$ cat config.mk
export PLATFORM = sky130hd
export DESIGN_NAME = adder_share_ctrl
export DESIGN_NICKNAME = d
export VERILOG_FILES = /design/src/rtl/adder_share_pkg.sv /design/src/rtl/adder_share_ctrl_rr_arbiter.sv /design/src/rtl/adder_share_ctrl.sv
export SDC_FILE = /design/constraint.sdc
export NUM_CORES = 1
export LEC_CHECK = 0
export CORE_AREA = 2 2 201 203
export CTS_CLUSTER_DIAMETER = 30
export CTS_CLUSTER_SIZE = 30
export DETAILED_ROUTE_END_ITERATION = 16
export DIE_AREA = 0 0 203 205
export MAX_ROUTING_LAYER = met4
export PLACE_DENSITY = 0.54
export REMOVE_ABC_BUFFERS = 1
export SLEW_MARGIN = 20
export SYNTH_ARGS = -nofsm -noshare
export SYNTH_HDL_FRONTEND = slang
export SYNTH_HIERARCHICAL = 1
export SYNTH_SLANG_ARGS = --single-unit
export TNS_END_PERCENT = 100
$ cat constraint.sdc
create_clock -name cirCLK -period 2.1 [get_ports cirCLK]
set_input_delay 0.315 -clock cirCLK [delete_from_list [all_inputs] [get_ports cirCLK]]
set_output_delay 0.315 -clock cirCLK [all_outputs]
set_load 0.01 [all_outputs]
$ cat src/rtl/adder_share_pkg.sv
// Shared types and constants for the adder-sharing controller.
// Imported by the arbiter and the top level.
package adder_share_pkg;

  typedef enum logic [1:0] {
    IDLE,
    LAUNCH,
    WAIT,
    RESP
  } state_t;

  localparam int DEF_WIDTH   = 64;
  localparam int DEF_TIMEOUT = 255;
  localparam int MAX_NREQ    = 4;

  function automatic int idx_w(input int n);
    return (n > 1) ? $clog2(n) : 1;
  endfunction

endpackage

$ cat src/rtl/adder_share_ctrl_rr_arbiter.sv
// Combinational round-robin pick: first requester at or after ptr.
// Rotates the request vector so a plain priority scan finds the winner.
import adder_share_pkg::*;

module rr_arbiter #(
  parameter int NREQ = 2,
  parameter int IW   = idx_w(NREQ)
) (
  input  logic [NREQ-1:0] req,
  input  logic [IW-1:0]   ptr,
  output logic [NREQ-1:0] grant,
  output logic [IW-1:0]   idx,
  output logic            any
);

  logic [NREQ-1:0] rot;
  logic [IW:0]     sum;

  // rotate, take lowest set bit, map back to an absolute index
  always_comb begin
    rot   = NREQ'({req, req} >> ptr);
    any   = |rot;
    sum   = '0;
    for (int k = NREQ - 1; k >= 0; k--) begin
      if (rot[k]) sum = {1'b0, ptr} + (IW+1)'(k);
    end
    if (sum >= (IW+1)'(NREQ)) sum = sum - (IW+1)'(NREQ);
    idx   = sum[IW-1:0];
    grant = any ? (NREQ'(1) << idx) : '0;
  end

endmodule

$ cat src/rtl/adder_share_ctrl.sv
// Shares one serial adder among NREQ requesters via round-robin.
// Optional watchdog on adder done: define ADDER_TIMEOUT_EN.
import adder_share_pkg::*;

module adder_share_ctrl #(
  parameter int NREQ    = 2,
  parameter int WIDTH   = DEF_WIDTH,
  parameter int TIMEOUT = DEF_TIMEOUT
) (
  input  logic                  cirCLK,
  input  logic                  cirRST,
  input  logic [NREQ-1:0]       req,
  input  logic [NREQ*WIDTH-1:0] reqA,
  input  logic [NREQ*WIDTH-1:0] reqB,
  output logic [NREQ-1:0]       ack,
  output logic [WIDTH-1:0]      resOut,
  output logic                  coutOut,
  output logic                  err,
  output logic                  busy,
  output logic                  addStart,
  output logic [WIDTH-1:0]      addA,
  output logic [WIDTH-1:0]      addB,
  input  logic                  addDone,
  input  logic [WIDTH-1:0]      addResult,
  input  logic                  addCarry
);

  localparam int IW = idx_w(NREQ);

  if (NREQ < 1 || NREQ > MAX_NREQ || TIMEOUT < 1) begin : g_bad_cfg
    $error("adder_share_ctrl: illegal NREQ or TIMEOUT");
  end

  state_t          state, state_nx;
  logic [IW-1:0]   ptr;
  logic [IW-1:0]   g_idx;
  logic [NREQ-1:0] g_oh;
  logic [NREQ-1:0] arb_oh;
  logic [IW-1:0]   arb_idx;
  logic            arb_any;
  logic            seen_low;
  logic            done_ok;
  logic            expire;

  rr_arbiter #(
    .NREQ (NREQ),
    .IW   (IW)
  ) u_arb (
    .req   (req),
    .ptr   (ptr),
    .grant (arb_oh),
    .idx   (arb_idx),
    .any   (arb_any)
  );

  // a level done only counts once it has been seen low in this op
  assign done_ok = (state == WAIT) && addDone && seen_low;

`ifdef ADDER_TIMEOUT_EN
  localparam int CW = ($clog2(TIMEOUT + 1) > 8) ?
                      $clog2(TIMEOUT + 1) : 8;

  logic [CW-1:0] wd_cnt;

  // limit hits when this WAIT cycle brings the count to TIMEOUT
  assign expire = (state == WAIT) && !done_ok &&
                  (wd_cnt == CW'(TIMEOUT - 1));

  // watchdog: cleared on launch, counts WAIT cycles
  always_ff @(posedge cirCLK) begin
    if (cirRST)               wd_cnt <= '0;
    else if (state == LAUNCH) wd_cnt <= '0;
    else if (state == WAIT)   wd_cnt <= wd_cnt + 1'b1;
  end

  // error flag travels with the response
  always_ff @(posedge cirCLK) begin
    if (cirRST)       err <= 1'b0;
    else if (done_ok) err <= 1'b0;
    else if (expire)  err <= 1'b1;
  end
`else
  assign expire = 1'b0;
  assign err    = 1'b0;
`endif

  // state register
  always_ff @(posedge cirCLK) begin
    if (cirRST) state <= IDLE;
    else        state <= state_nx;
  end

  // next state and per-state strobes
  always_comb begin
    state_nx = state;
    addStart = 1'b0;
    ack      = '0;
    busy     = (state != IDLE);
    unique case (state)
      IDLE:    if (arb_any) state_nx = LAUNCH;
      LAUNCH: begin
        addStart = 1'b1;
        state_nx = WAIT;
      end
      WAIT:    if (done_ok || expire) state_nx = RESP;
      RESP: begin
        ack      = g_oh;
        state_nx = IDLE;
      end
      default: state_nx = IDLE;
    endcase
  end

  // grant, operand, stale-done and result registers
  always_ff @(posedge cirCLK) begin
    if (cirRST) begin
      ptr      <= '0;
      g_idx    <= '0;
      g_oh     <= '0;
      addA     <= '0;
      addB     <= '0;
      resOut   <= '0;
      coutOut  <= 1'b0;
      seen_low <= 1'b0;
    end else begin
      if (state == IDLE && arb_any) begin
        g_idx <= arb_idx;
        g_oh  <= arb_oh;
        addA  <= reqA[int'(arb_idx)*WIDTH +: WIDTH];
        addB  <= reqB[int'(arb_idx)*WIDTH +: WIDTH];
      end
      if (state == LAUNCH)
        seen_low <= 1'b0;
      else if (state == WAIT && !addDone)
        seen_low <= 1'b1;
      if (done_ok) begin
        resOut  <= addResult;
        coutOut <= addCarry;
      end else if (expire) begin
        resOut  <= '0;
        coutOut <= 1'b0;
      end
      if (state == RESP) begin
        if (g_idx == IW'(NREQ - 1)) ptr <= '0;
        else                        ptr <= g_idx + 1'b1;
      end
    end
  end

endmodule
Word level (Yosys, flattened, before mapping)
Cells that the tools add are included.
- input bits: 326
- logic and storage cells: 42
- bits in registers: 200
- shift operators: 4
- reduce and logical (&&, ||, !) cells: 10
- equal/unequal tests: 5
- $lt $le $gt $ge: 1
- $add $sub $neg: 3
- mux-type cells: 10
- operators by type and width (kind ; count):
    indexed part select 128 x 8 -> 64 bit ; 2
    two-way mux 2 bit ; 6
    case mux 2 bit (4 select lines) ; 1
    == test 2 bit, second input constant ; 2
    logical AND 1 bit ; 4
    != test 2 bit, second input constant ; 2
    OR reduction 2 bit ; 2
    right shift 4 x 1 -> 2 bit ; 1
    two-way mux 1 bit ; 3
    adder 1 x 1 -> 2 bit, second input constant ; 1
    == test 2 x 1 -> 1 bit, second input constant ; 1
    >= comparator 2 bit, second input constant ; 1
    logical NOT 2 bit ; 1
    AND reduction 2 bit ; 1
    nonzero test 2 bit ; 1
    left shift 1 x 1 -> 2 bit, first input constant ; 1
    adder 1 bit, second input constant ; 1
    logical NOT 1 bit ; 1
    subtractor 1 bit, second input constant ; 1

Longest topological paths before layout
Gate-level depths: netlist of run 1.
- depth in word-level cells: 7
- depth in mapped cells: 8
- gate-level depth less buffers: 5

Modules after synthesis
The synthesis of run 1 kept the hierarchy.
- modules (own cells, without submodules) (module ; sequential area each (um^2) ; instances ; area an instance (um^2) ; cells an instance):
    adder_share_ctrl ; 4003.8 ; 1 ; 8673.3 ; 897
    rr_arbiter ; 0.0 ; 1 ; 32.5 ; 5

Worst setup path after synthesis of run 1
No wires, ideal clock.
- path type: register to register
- from: register state[0]
- to: register addA[53]
- arrival time: 1.410 ns
- clock period less this slack: 1.491 ns
- setup slack: 0.609 ns
- library setup time: 0.081 ns
- cell stages (with the launch flop): 8
- data required time: 2.019 ns
- path buffers: 3
- cells stage by stage: dfxtp_1 inv_1 ha_1 and2_1 buf_4 buf_2 buf_4 a211oi_2
- longest elaborated chain between the ends: 2
- RTL lines (item ; line ; text):
    start: declaration ; adder_share_ctrl.sv:34 ; state_t state, state_nx;
    start signal: assignment ; adder_share_ctrl.sv:90 ; else state <= state_nx;
    logical NOT 2 bit ; adder_share_ctrl.sv:126 ; if (state == IDLE && arb_any) begin
    logical AND 1 bit ; adder_share_ctrl.sv:126 ;
    end signal: assignment ; adder_share_ctrl.sv:129 ; addA <= reqA[int'(arb_idx)*WIDTH +: WIDTH];
    end: declaration ; adder_share_ctrl.sv:21 ; output logic [WIDTH-1:0] addA,
No other way between the ends.
A chain may end at the register's enable or synchronous reset.

Worst setup path after layout of run 1
- from: register state[0]
- to: output port ack[1]
- longest elaborated chain between the ends: 2
- RTL lines (item ; line ; text):
    == test 2 bit ; adder_share_ctrl.sv:99 ; unique case (state)
    two-way mux 2 bit ; adder_share_ctrl.sv:99 ;
    end: declaration ; adder_share_ctrl.sv:15 ; output logic [NREQ-1:0] ack,
No other way between the ends.

==> results of run 1 <==
-- worst paths after layout --
| kind | to | slack [ns] | cells after the start |
|---|---|---|---|
| setup / recovery | ack[1] | 0.08 | 3 |
| hold / removal | resOut[57]$_SDFFE_PP0P_ | 0.34 | 2 |
| setup reg to reg | addB[3]$_SDFFE_PP0P_ | 0.43 | 7 |
| hold reg to reg | g_oh[0]$_SDFFE_PP0P_ | 0.45 | 2 |
-- power by group --
group          internal [uW]  switching, uW  total (uW)
combinational           3560           3190        6750
sequential              4670            446        5110
clock                   2160           1500        3670
total                  10400           5130       15500
-- worst max-delay path: stages, from the launching register on --
cell             delay [ns]
dfxtp_2                0.36
ha_2                   0.21
and2_1                 0.14
clkdlybuf4s50_1        0.54
-- per-stage QoR --
step | total power [uW] | TNS, ns
3_5_place_dp | 12000 | 0
2_1_floorplan | 6470 | -1053.91
4_1_cts | 15800 | 0
5_1_grt | 16500 | 0
3_3_place_gp | 11900 | 0
6_report | 15500 | 0
-- layout make-up --
type,count,area [um2],area share
antenna,2,5.00,0.000325
sequential,200,4010,0.260
inverter,6,22.5,0.00146
clock inverter,8,170,0.0110
clock buffer,22,464,0.0301
tap,525,657,0.0427
timing repair buffer,577,5890,0.383
multi-input combinational,615,4180,0.272
-- logic make-up after synthesis --
kind of cell    count (synthesis)  share of synthesized area
simple gates                  278                      0.122
compound gates                202                      0.200
other cells                     1                   0.000431
fa+ha+maj                       4                    0.00575
mux                           130                      0.149
buf+inv                        87                     0.0624
flops                         200                      0.460
-- cells in the final DEF (no fill, tap or decap), types with 2 or more instances in the layout --
| cell type | Yosys | routed |
|---|---|---|
| dfxtp_1 | 200 | 198 |
| diode_2 | 0 | 2 |
| a21boi_1 | 3 | 2 |
| clkbuf_16 | 0 | 17 |
| clkinvlp_4 | 0 | 2 |
| nand2_1 | 138 | 138 |
| buf_12 | 0 | 20 |
| buf_4 | 19 | 35 |
| a21oi_1 | 69 | 69 |
| bufinv_16 | 0 | 5 |
| a211oi_1 | 49 | 49 |
| clkbuf_1 | 26 | 3 |
| nor2_1 | 131 | 131 |
| clkbuf_8 | 0 | 3 |
| a211oi_2 | 79 | 79 |
| clkdlybuf4s50_1 | 0 | 519 |
| ha_1 | 4 | 3 |
| and2_1 | 3 | 2 |
| dfxtp_2 | 0 | 2 |
| mux2i_1 | 130 | 130 |
| inv_1 | 6 | 6 |
| nand2b_1 | 2 | 2 |
-- per-layer routing --
metal | vias up | GRT usage | share of wire
met4 | 0 | 0.0456 | 0.012
met1 | 3804 | 0.175 | 0.40
li1 | 4155 | - | -
met3 | 24 | 0.0659 | 0.096
met5 | - | - | 0
met2 | 332 | 0.282 | 0.49
-- registers in the layout (all words and copies together) (netlist names) --
name / count
addA: 64
addB: 64
resOut: 64
g_oh: 2
state: 2
coutOut: 1
g_idx: 1
ptr: 1
seen_low: 1
-- repair_timing --
item / in CTS / in global routing
hold buffers: 0 / 0
endpoints found under the setup margin: 3 / 2
gates resized for setup: 3 / 2
==> flow_summary.toml, run 1 <==
[clock_tree]
cts_buffers = 17
clk_pin_slew_ns = 0.08
clockBufferDepth = 2
cts_tree = "built"
cts-root-buf = "clkbuf_16"
cts.htree.levels = 4
cts_sinks = 200
cts_setup_buffers = 0
clk_latency_ns = 0.46

[logic_synthesis]
ys.flop_type = "dfxtp_1"
synth_warnings = 6
async_flop_share = 0
synth_edf_count = 0
syn_avg_cell_area_um2 = 9.65
ys_seq_area_frac = 0.460
synth.most_common_cell = "dfxtp_1"
synthTopCellsByCount = "dfxtp_1, nand2_1, nor2_1"
synth_area_mm2 = 0.00871
synth_cell_types = 23
synth_top_area_frac = 0.460
synth.area.top_cells = "dfxtp_1, mux2i_1, a211oi_2, nand2_1, nor2_1"
synth_cells = 902
synth_top_area_cell = "dfxtp_1"
ys_ff_latch = 200

[flow_run]
cap_violations = 0

[cells_and_area]
final_cells = 1955
design_area_mm2 = 0.0154
nNetsFinal = 1747
area_growth_pct = 76.9
final_core_util = 0.391
drive_gt1_frac = 0.118
filler_cell_count = 3936

[worst_hold_path]
hold_class = "primary input to register"
hold_start = "cirRST"

[global_route]
gr-total-overflow = 0
grt_use_total = 0.164
grt_pass1_vias = 8528
antenna_found_initial = 3
grt_pass1_wl_um = 50000
grt_max_degree = 66

[routing]
drtPass1Iterations = 4
num_vias = 8315
wl_um = 34100
drtIter0Drc = 233
detail_route.vias_per_cell = 4.25
drc = 0
ant_nets = 0
wire_per_inst_um = 17.4

[power]
powerDensity_mw_per_mm2 = 1010
leakagePower_uw = 0.00552
vdd_drop_max_mv = 0.577

[worst_setup_path]
endpoint_kind = "primary output"
start_kind = "register"
rr_startpoint = "state[0]$_SDFFE_PP0P_"
cp.arrival_ns = 1.70
path_max_fanout = 4
cp-startpoint = "state[0]$_SDFFE_PP0P_"
path_class = "register to primary output"
critPathRequiredTime_ns = 1.78

[timing]
fin_ws_ns = 0.0822
holdWs_ns = 0.345
setup_viol = 0
hold_violations = 0
clock.fmax_ghz = 0.496
period_needed_ns = 2.02
fin_skew_ns = 0.0113
finalMaxSlewViolations = 0
fin_crit_sh = 0.961
rsz0062_at_grt = "false"

[placement]
dp_slack_ns = 0.00889
dp_cells = 1923
hpwl_um = 27100
place.gp.congestion = 0.836
dpl_cell_area_mm2 = 0.0148
io_buffer_count = 522

[floorplanning]
die_area_mm2 = 0.0416
num_rows = 73
coreArea_mm2 = 0.0394
initial_utilization = 0.221
io_pins = 524
die_h_um = 205
die_w_um = 203

[outcome]
status = "finished, final reports clean"
Note: power is estimated with default switching activity, not from simulation.
==> run 2: changes to the inputs <==
--- a/config.mk
+++ b/config.mk
@@ -10,6 +10,7 @@
 export CTS_CLUSTER_SIZE = 30
 export DETAILED_ROUTE_END_ITERATION = 16
 export DIE_AREA = 0 0 203 205
+export GPL_TIMING_DRIVEN = 0
 export MAX_ROUTING_LAYER = met4
 export PLACE_DENSITY = 0.54
 export REMOVE_ABC_BUFFERS = 1
==> flow_summary.toml, run 2 (synthesis results as in run 1) <==
[cells_and_area]
filler_cell_count = 3938
top_regs = "addA x64, addB x64, resOut x64"
layout_commonest_cell = "clkdlybuf4s50_1"
drive_gt1_frac = 0.0948
nNetsFinal = 1711
layout_common_cells = "clkdlybuf4s50_1, dfxtp_1, nand2_1"
area_growth_pct = 73.8

[power]
leakagePower_uw = 0.00535
vdd_drop_max_mv = 0.572
p_comb_frac = 0.443
switchingPower_uw = 5150
power.share.clock = 0.216
p_int_uw = 9770
seqPwrFrac = 0.341
p_sw_frac = 0.345
power_uw = 14900
powerDensity_mw_per_mm2 = 986

[worst_hold_path]
whs_path_depth = 2
hold_start = "cirRST"
min_to = "resOut[26]$_SDFFE_PP0P_"
hold_class = "primary input to register"

[global_route]
antenna_found_initial = 1
gr-total-overflow = 0
grt_use_total = 0.161
grt_max_degree = 98
grt_pass1_vias = 8420
grt_pass1_wl_um = 49300

[worst_setup_path]
path_max_fanout = 4
rr_startpoint = "state[1]$_SDFFE_PP0P_"
rrSetupSlack_ns = 0.14
path_class = "register to primary output"
start_kind = "register"
r2r_end = "addB[28]$_SDFFE_PP0P_"
cp.arrival_ns = 1.70
endpoint_kind = "primary output"
reg2reg_depth = 6
critPathRequiredTime_ns = 1.78

[timing]
finalMaxSlewViolations = 0
clock.fmax_ghz = 0.497
max_slew.worst_pin.slew_ns = 0.698
slew_headroom = 0.535
fin_skew_ns = 0.0162
fin_crit_sh = 0.957
holdWs_ns = 0.196
period_needed_ns = 2.01
setup_viol = 0
rsz0062_at_grt = "false"
hold_violations = 0

[clock_tree]
clk_pin_slew_ns = 0.07
cts_tree = "built"
clk_latency_ns = 0.45
ctsHoldBuffers = 0
cts.htree.levels = 4
cts-root-buf = "clkbuf_16"
cts_buffers = 17
cts_sinks = 200
clockBufferDepth = 2

[floorplanning]
die_h_um = 205
io_pins = 524
die_area_mm2 = 0.0416
coreArea_mm2 = 0.0394
initial_utilization = 0.221
die_w_um = 203
num_rows = 73

[routing]
num_vias = 8163
wire_per_inst_um = 17.4
drc = 0
ant_nets = 0
wl_um = 33400
drtIter0Drc = 207
detail_route.vias_per_cell = 4.25
drtPass1Iterations = 4

[outcome]
status = "finished, final reports clean"

[placement]
io_buffer_count = 522
place.gp.congestion = 0.756
hpwl_um = 25000

[flow_run]
cap_violations = 0
-- run 2: cell types whose count changed in the layout (fill, tap and decap cells not counted), sizes merged, moves of 2 or more --
cell / delta
buf: -38
bufbuf: +2
bufinv: -4
clkinv: +3
-- run 2: power groups by stage --
stage | clock network, uW | registers [uW] | logic [uW]
5_1_grt | 3480 | 5200 | 7150
4_1_cts | 3360 | 5090 | 6770
2_1_floorplan | 0 | 4730 | 1750
3_3_place_gp | 0 | 4410 | 3500
6_report | 3230 | 5080 | 6610
3_5_place_dp | 0 | 5170 | 6440
-- run 2: final cells by class --
type / instances / area (um2) / share of cell area
Multi-Input combinational cell: 616 / 4200 / 0.278
Clock buffer: 24 / 472 / 0.0312
Antenna cell: 1 / 2.50 / 0.000165
Clock inverter: 7 / 70.1 / 0.00463
Timing Repair Buffer: 540 / 5700 / 0.377
Tap cell: 525 / 657 / 0.0434
Sequential cell: 200 / 4010 / 0.265
Inverter: 6 / 22.5 / 0.00149
-- run 2: metrics by stage --
step | setup TNS [ns] | util | cells | area, um2 | setup WS, ns
after floorplan | -1053.91 | - | 821 | 8190 | -8.08
after CTS | 0 | 0.385 | 1919 | 15100 | 0.0295
after detailed placement | -58.77 | 0.369 | 1883 | 14500 | -0.814
after global placement | -2054.92 | 0.357 | 1868 | 14100 | -13.66
final | 0 | 0.384 | 1919 | 15100 | 0.0898
after global routing | 0 | 0.384 | 1919 | 15100 | 0.0132
-- run 2: per-layer routing --
| layer | routed length [um] | GRT usage | vias to the layer above |
|---|---|---|---|
| met5 | 0 | - | - |
| met4 | 482 | 0.0461 | 0 |
| met3 | 3310 | 0.0647 | 25 |
| met2 | 16100 | 0.269 | 337 |
| met1 | 13400 | 0.176 | 3721 |
| li1 | - | - | 4080 |
-- run 2: repair_timing --
action,in CTS,in global routing
buffers inserted,2,0
pin swaps,2,0
setup endpoints to repair,79,36
gates resized for setup,4,1
cloned,3,0
-- run 2: worst max-delay path: stages (launching register included) --
cell and delay [ns]:
dfxtp_2 0.36, ha_2 0.21, and2_1 0.13, clkdlybuf4s50_1 0.55
-- run 2: worst max-delay path by stage --
stage,to,start
after floorplan,addA[0]$_SDFFE_PP0P_,ptr$_SDFFE_PP0N_
after global placement,addB[9]$_SDFFE_PP0P_,req[1]
after detailed placement,addA[15]$_SDFFE_PP0P_,req[1]
after CTS,addB[28]$_SDFFE_PP0P_,state[1]$_SDFFE_PP0P_
after global routing,ack[0],state[0]$_SDFFE_PP0P_
final,ack[0],state[0]$_SDFFE_PP0P_
==> run 3: changes to the inputs <==
--- a/config.mk
+++ b/config.mk
@@ -5,14 +5,14 @@
 export SDC_FILE = /design/constraint.sdc
 export NUM_CORES = 1
 export LEC_CHECK = 0
-export CORE_AREA = 2 2 201 203
+export CORE_AREA = 2 2 204 206
 export CTS_CLUSTER_DIAMETER = 30
 export CTS_CLUSTER_SIZE = 30
 export DETAILED_ROUTE_END_ITERATION = 16
-export DIE_AREA = 0 0 203 205
+export DIE_AREA = 0 0 206 208
 export GPL_TIMING_DRIVEN = 0
 export MAX_ROUTING_LAYER = met4
-export PLACE_DENSITY = 0.54
+export PLACE_DENSITY = 0.53
 export REMOVE_ABC_BUFFERS = 1
 export SLEW_MARGIN = 20
 export SYNTH_ARGS = -nofsm -noshare
==> flow_summary.toml, run 3 (synthesis results as in run 1) <==
[routing]
detail_route.vias_per_cell = 4.31
drtPass1Iterations = 4
drtIter0Drc = 213
wire_per_inst_um = 17.8
ant_nets = 0
num_vias = 8336
wl_um = 34400
drc = 0

[cells_and_area]
top_regs = "addA x64, addB x64, resOut x64"
drive_gt1_frac = 0.103
filler_cell_count = 4099
nNetsFinal = 1714
seq_area_mm2 = 0.00401
design_area_mm2 = 0.0152
final_core_util = 0.376
layout_common_cells = "clkdlybuf4s50_1, dfxtp_1, nand2_1"
area_growth_pct = 74.9
multi_input_area_mm2 = 0.00423
layout_commonest_cell = "clkdlybuf4s50_1"

[clock_tree]
cts-root-buf = "clkbuf_16"
ctsHoldBuffers = 0
clk_pin_slew_ns = 0.08
clk_latency_ns = 0.47
clockBufferDepth = 2
cts_buffers = 17
cts_tree = "built"
cts.htree.levels = 4
cts_sinks = 200

[floorplanning]
initial_utilization = 0.215
coreArea_mm2 = 0.0406
die_h_um = 208
die_area_mm2 = 0.0428
num_rows = 74
die_w_um = 206
io_pins = 524

[global_route]
grt_use_total = 0.154
grt_pass1_wl_um = 48800
grt_max_degree = 93
gr-total-overflow = 0
antenna_found_initial = 5
grt_pass1_vias = 8435

[timing]
rsz0062_at_grt = "true"
slew_headroom = 0.518
period_needed_ns = 2.06
finalMaxSlewViolations = 0
setup_viol = 0
holdWs_ns = 0.154
fin_skew_ns = 0.00915
clock.fmax_ghz = 0.486
max_slew.worst_pin.slew_ns = 0.723
hold_violations = 0
fin_crit_sh = 0.980

[worst_setup_path]
critPathRequiredTime_ns = 2.43
endpoint_kind = "register"
start_kind = "register"
path_max_fanout = 13
path_class = "register to register"
cp.arrival_ns = 2.39

[placement]
place.gp.congestion = 0.762
io_buffer_count = 522
dpl_cell_area_mm2 = 0.0145
hpwl_um = 25200

[power]
vdd_drop_max_mv = 0.569
powerDensity_mw_per_mm2 = 994
power_uw = 15100
leakagePower_uw = 0.00538

[flow_run]
cap_violations = 0

[outcome]
status = "finished, final reports clean"

[worst_hold_path]
hold_class = "primary input to register"
==> run 3: final timing paths <==
check	start	to	slack (ns)	depth (start not counted)
max	ptr$_SDFFE_PP0N_	addA[36]$_SDFFE_PP0P_	0.04	9
min	cirRST	addB[50]$_SDFFE_PP0P_	0.15	2
max reg2reg	ptr$_SDFFE_PP0N_	addA[36]$_SDFFE_PP0P_	0.04	9
min reg2reg	resOut[26]$_SDFFE_PP0P_	resOut[26]$_SDFFE_PP0P_	0.45	2
==> run 3: layer usage <==
metal	share of wire	up-vias	routed length, um	GRT usage
met5	0	-	0	-
met4	0.022	0	742	0.0522
met1	0.40	3849	13600	0.167
met3	0.10	35	3480	0.0605
li1	-	4100	-	-
met2	0.48	352	16500	0.256
==> run 3: area by class of cell <==
class                   count  area share
clock buffers              18      0.0288
diodes                      4    0.000657
inverters                   6     0.00148
flip-flops and latches    200       0.263
clock inverters            13     0.00945
well taps                 532      0.0437
repair buffers            542       0.375
multi-input cells         617       0.278
==> run 3: per-stage QoR <==
stage                     TNS (ns)  setup WS (ns)  std cells
final                            0         0.0421       1932
after global routing      -0.00347       -0.00206       1932
after CTS                        0        0.00110       1925
after detailed placement    -63.85         -0.966       1891
after global placement    -2085.91         -14.15       1875
after floorplan           -1053.91          -8.08        821
==> run 3: worst max-delay path, stage by stage, from the launching register on <==
cell and delay, ns:
dfxtp_1 0.37, inv_1 0.09, a21boi_4 0.24, buf_12 0.15
buf_16 0.14, buf_16 0.17, buf_16 0.18, buf_16 0.18
mux2i_2 0.29, a211oi_2 0.10
==> run 3: repair_timing <==
item,4_1_cts,5_1_grt
setup buffers,2,1
cloned,2,2
setup endpoints to repair,72,19
gates resized for setup,6,7
hold endpoints to repair,0,0
pin swaps,2,2
==> run 3: power breakdown <==
| part | switching, uW | total [uW] | internal [uW] |
|---|---|---|---|
| clock | 1630 | 3430 | 1800 |
| sequential | 428 | 5090 | 4660 |
| combinational | 3230 | 6620 | 3390 |
| total | 5280 | 15100 | 9850 |
